## src/rtl/weight_stream_ctrl.sv

```systemverilog
// Streams a weight ROM into a FIFO, NUM_PASSES times per start, through a
// 2-entry skid buffer that absorbs the one-cycle ROM read latency.
module weight_stream_ctrl #(
    parameter int unsigned MEM_SIZE   = 64,
    parameter int unsigned DATA_WIDTH = 16,
    parameter int unsigned NUM_PASSES = 1,
    localparam int unsigned AW = (MEM_SIZE > 1) ? $clog2(MEM_SIZE) : 1
) (
    input  logic                  ap_clk,
    input  logic                  ap_rst,
    input  logic                  ap_start,
    output logic                  ap_done,
    output logic                  ap_idle,
    output logic [AW-1:0]         rom_address,
    output logic                  rom_ce,
    input  logic [DATA_WIDTH-1:0] rom_q,
    output logic [DATA_WIDTH-1:0] output_V_din,
    input  logic                  output_V_full_n,
    output logic                  output_V_write
);

    localparam int unsigned PW = (NUM_PASSES > 1) ? $clog2(NUM_PASSES) : 1;
    localparam logic [AW-1:0] AddrMax = AW'(MEM_SIZE - 1);
    localparam logic [PW-1:0] PassMax = PW'(NUM_PASSES - 1);

    typedef enum logic [1:0] {StIdle, StRun, StDrain, StDone} state_e;

    state_e                state_q, state_d;
    logic [AW-1:0]         addr_q, addr_d;
    logic [PW-1:0]         pass_q, pass_d;
    logic                  in_flight_q;
    logic [1:0]            occ_q;
    logic [DATA_WIDTH-1:0] head_q, tail_q;

    logic       push, pop, issue, last_read;
    logic [2:0] level;

    always_comb begin
        push      = in_flight_q;
        pop       = (occ_q != 2'd0) && output_V_full_n;
        // Committed words after this cycle's pop; keeps the buffer from overflowing.
        level     = {1'b0, occ_q} + {2'b00, in_flight_q} - {2'b00, pop};
        issue     = (state_q == StRun) && (level < 3'd2);
        last_read = (addr_q == AddrMax) && (pass_q == PassMax);

        state_d = state_q;
        addr_d  = addr_q;
        pass_d  = pass_q;
        case (state_q)
            StIdle: begin
                if (ap_start) begin
                    state_d = StRun;
                    addr_d  = '0;
                    pass_d  = '0;
                end
            end
            StRun: begin
                if (issue) begin
                    if (last_read) begin
                        state_d = StDrain;
                    end else if (addr_q == AddrMax) begin
                        addr_d = '0;
                        pass_d = pass_q + PW'(1);
                    end else begin
                        addr_d = addr_q + AW'(1);
                    end
                end
            end
            StDrain: begin
                if (occ_q == 2'd0 && !in_flight_q) begin
                    state_d = StDone;
                end
            end
            StDone:  state_d = StIdle;
            default: state_d = StIdle;
        endcase
    end

    always_ff @(posedge ap_clk) begin
        if (ap_rst) begin
            state_q <= StIdle;
            addr_q  <= '0;
            pass_q  <= '0;
        end else begin
            state_q <= state_d;
            addr_q  <= addr_d;
            pass_q  <= pass_d;
        end
    end

    // Skid buffer: head_q always holds the oldest entry and drives the FIFO directly.
    always_ff @(posedge ap_clk) begin
        if (ap_rst) begin
            in_flight_q <= 1'b0;
            occ_q       <= 2'd0;
            head_q      <= '0;
            tail_q      <= '0;
        end else begin
            in_flight_q <= issue;
            case ({push, pop})
                2'b10: begin
                    if (occ_q == 2'd0) begin
                        head_q <= rom_q;
                    end else begin
                        tail_q <= rom_q;
                    end
                    occ_q <= occ_q + 2'd1;
                end
                2'b01: begin
                    head_q <= tail_q;
                    occ_q  <= occ_q - 2'd1;
                end
                2'b11: begin
                    if (occ_q == 2'd1) begin
                        head_q <= rom_q;
                    end else begin
                        head_q <= tail_q;
                        tail_q <= rom_q;
                    end
                end
                default: ;
            endcase
        end
    end

    assign ap_idle        = (state_q == StIdle);
    assign ap_done        = (state_q == StDone);
    assign rom_ce         = issue;
    assign rom_address    = addr_q;
    assign output_V_write = pop;
    assign output_V_din   = head_q;

endmodule

```

## config.mk

```make
export PLATFORM = sky130hd
export DESIGN_NAME = weight_stream_ctrl
export DESIGN_NICKNAME = d
export VERILOG_FILES = /design/src/rtl/weight_stream_ctrl.sv
export SDC_FILE = /design/constraint.sdc
export NUM_CORES = 1
export LEC_CHECK = 0
export CAP_MARGIN = 40
export CORE_UTILIZATION = 27
export DETAILED_ROUTE_END_ITERATION = 8
export SLEW_MARGIN = 20
export SYNTH_ARGS = -nofsm -noshare
export SYNTH_HDL_FRONTEND = slang
export SYNTH_SLANG_ARGS = --single-unit
export TNS_END_PERCENT = 50
```

## constraint.sdc

```tcl
create_clock -name ap_clk -period 4 [get_ports ap_clk]
set_input_delay 0.4 -clock ap_clk [delete_from_list [all_inputs] [get_ports ap_clk]]
set_output_delay 0.4 -clock ap_clk [all_outputs]
set_load 0.1 [all_outputs]
```

==> flow_summary.yaml <==
final_layout:
  area_growth_pct: 47.8
  drive_above_1_share: 0.163
  post-route-util: 0.422
  layout_common_cells: "dfxtp_1, clkdlybuf4s50_1, nor2_1"
  stdcell_count: 405
  finish.instance_area_um2: 3140
  final_common_cell: "dfxtp_1"
  antenna_cells: 0
  fin_nets: 333
synth:
  ys_ff_latch: 44
  syn-num-nets: 270
  synth_top_family_by_area: "simple AND/OR/NAND/NOR gates"
  synthCells: 242
  avgSynthCellArea_um2: 8.79
  syn_area_um2: 2130
  ys_seq_area_frac: 0.414
  yosys_warnings: 0
  yosys.area_share.simple: 0.230
  synth_mux_area_frac: 0.0800
  ys_types: 42
  synth_compound_gate_area_share: 0.152
  synth-xor-area-share: 0.0118
  synthAdderAreaFrac: 0.0506
timing:
  timing.final.hold_violations: 0
  finalSetupTns_ns: 0
  worst_hold_slack_ns: 0.466
  tightest_slew_ns: 0.779
  maxSlewViolCount: 0
  finalCritPeriodShare: 0.804
  slew_headroom: 0.479
  fin_crit_ns: 3.21
  setup_violations: 0
  skew_ns: 0.00822
  fin_ws_ns: 0.786
  rsz0062_at_grt: "false"
  fmax_mhz: 311
power:
  clkPwrFrac: 0.119
  seqPwrFrac: 0.214
  p_int_mw: 1.45
  p_per_area_nw_per_um2: 941
  pwr-share-comb: 0.667
  p_switching_mw: 1.51
  swShare: 0.511
  leakage_nw: 1.13
  finalPower_mw: 2.96
  ir_worst_vdd_uv: 454
run:
  max-cap-violations: 0
place:
  pre_cts_ws_ns: 0.859
  port_buffers: 45
  gp_congestion: 0.754
  dp_cells: 397
  dpl.hpwl_mm: 3.73
  placed_area_um2: 3030
floorplanning:
  rows: 31
  io_pins: 46
  dieArea_um2: 8240
  initial_core_util: 0.286
  fp.coreArea_um2: 7450
  die_w_um: 90.8
  fp.dieH_um: 90.8
critical_path:
  cp.arrival_ns: 2.81
  timing.reg2reg.setup_slack_ns: 0.92
  crit_fanout: 6
  critical_path_class: "flip-flop to primary output"
  cp-end-kind: "primary output"
  setup.worst_path.start_class: "flip-flop"
  worst-endpoint-required_ns: 3.60
cts:
  clk_path_buf_depth: 2
  hold_buffers: 0
  clk-insertion-delay-late_ns: 0.30
  cts.clk_slew.worst_paths_ns: 0.09
  cts_setup_buffers: 0
  cts_resized: 0
  cts.sinks: 44
  htree_levels: 2
  numCtsBuffers: 5
  cts_tree: "yes"
  root_buffer: "clkbuf_8"
routing:
  wl_per_cell_um: 13.0
  drc_errors: 0
  via_per_inst: 4.81
  drtPass1Iterations: 4
  final_antenna_net_count: 0
  dr_total_vias: 1949
  drt-initial-drc-count: 111
  wirelength_mm: 5.28
grt:
  track_usage: 0.132
  grt_start_max_net_pins: 27
  grt_pass1_wl_mm: 8.91
  overflow: 0
  antenna_found_initial: 0
  grt_pass1_vias: 1847
hold_path:
  min_path_type: "flip-flop to flip-flop"
status:
  status: "finished, final reports clean"
[synthesized netlist by cell type]
library cell  number  area share
and2_1             1      0.0029
nand3_1           23       0.054
xnor2_2            1      0.0076
buf_2              3      0.0071
buf_6              1      0.0053
a41o_2             1      0.0053
nand2b_2           1      0.0041
nand3b_1           1      0.0035
dfxtp_1           44        0.41
buf_4              5       0.018
nor3_1             1      0.0024
a211oi_4           1      0.0094
nand4_1            1      0.0029
ha_1               7       0.041
a41oi_1            2      0.0082
inv_2              3      0.0053
xnor2_1            1      0.0041
a21oi_1            7       0.016
nand3_2            1      0.0047
o2bb2ai_1          2      0.0082
o211ai_2           1      0.0059
or2_2              1      0.0029
or3_1              1      0.0029
nor2_1            35       0.062
a21boi_1           1      0.0035
nand2_1           27       0.048
or4b_1             1      0.0047
o211ai_1           1      0.0035
inv_1              7       0.012
clkbuf_1           7       0.012
o31ai_1            1      0.0035
buf_1              1      0.0018
and4_1             2      0.0082
a31oi_1            2      0.0059
a311oi_1          19       0.078
nor2b_1            2      0.0059
and3_2             1      0.0035
fa_1               1      0.0094
a21o_1             1      0.0035
nand2_2            1      0.0029
mux2i_1           17       0.080
nand2b_1           5       0.015
[cells by family (layout without fill, tap and decap cells)]
group | count (synthesis) | in the layout
adder cells (fa/ha/maj) | 8 | 8
AND/OR/NAND/NOR | 105 | 105
flip-flops | 44 | 44
AO/OA/AOI/OAI | 39 | 39
XOR/XNOR | 2 | 2
multiplexers | 17 | 17
buffers and inverters | 27 | 91
[layer usage]
layer  vias to the layer above  track usage  wire [µm]
met1                       920        0.179       2530
li1                        979            -          -
met2                        43        0.208       2490
met3                         7       0.0219        173
met4                         0       0.0524         90
met5                         -            0          0
[state kept, by name, summed over array words and instances (netlist names)]
signal / flops
rom_address: 6
in_flight_q: 1
tail_q: 16
pass_q: 1
state_q: 2
output_V_din: 16
occ_q: 2
[final timing paths]
kind	depth (start not counted)	start	to
setup / recovery	11	occ_q[1]	rom_ce
hold / removal	2	pass_q	pass_q
setup reg to reg	12	occ_q[1]	rom_address[3]
hold reg to reg	2	pass_q	pass_q
[power groups by stage]
| stage | clock, mW | combinational, mW | sequential, mW |
|---|---|---|---|
| global route | 0.381 | 2.07 | 0.652 |
| finish | 0.353 | 1.97 | 0.634 |
| CTS | 0.362 | 1.99 | 0.636 |
| detailed placement | 0 | 1.98 | 0.645 |
| global placement | 0 | 1.62 | 0.645 |
| floorplan | 0 | 0.686 | 1.25 |
[critical path: stages (launching register included)]
cell and delay (ns):
dfxtp_1 0.46, inv_1 0.10, ha_1 0.25, nand2b_2 0.25, inv_2 0.08, xnor2_1 0.13
and2_1 0.18, inv_2 0.04, fa_1 0.40, xnor2_2 0.20, and3_2 0.24, buf_12 0.17
[cell type report]
class	count	area, µm²
tap	99	124
multi-input combinational	171	1110
clock buffer	5	68.8
inverter	10	37.5
timing repair buffer	73	872
sequential	44	881
clock inverter	3	46.3
fill	754	4300
Power figures use the tool's default switching activity.
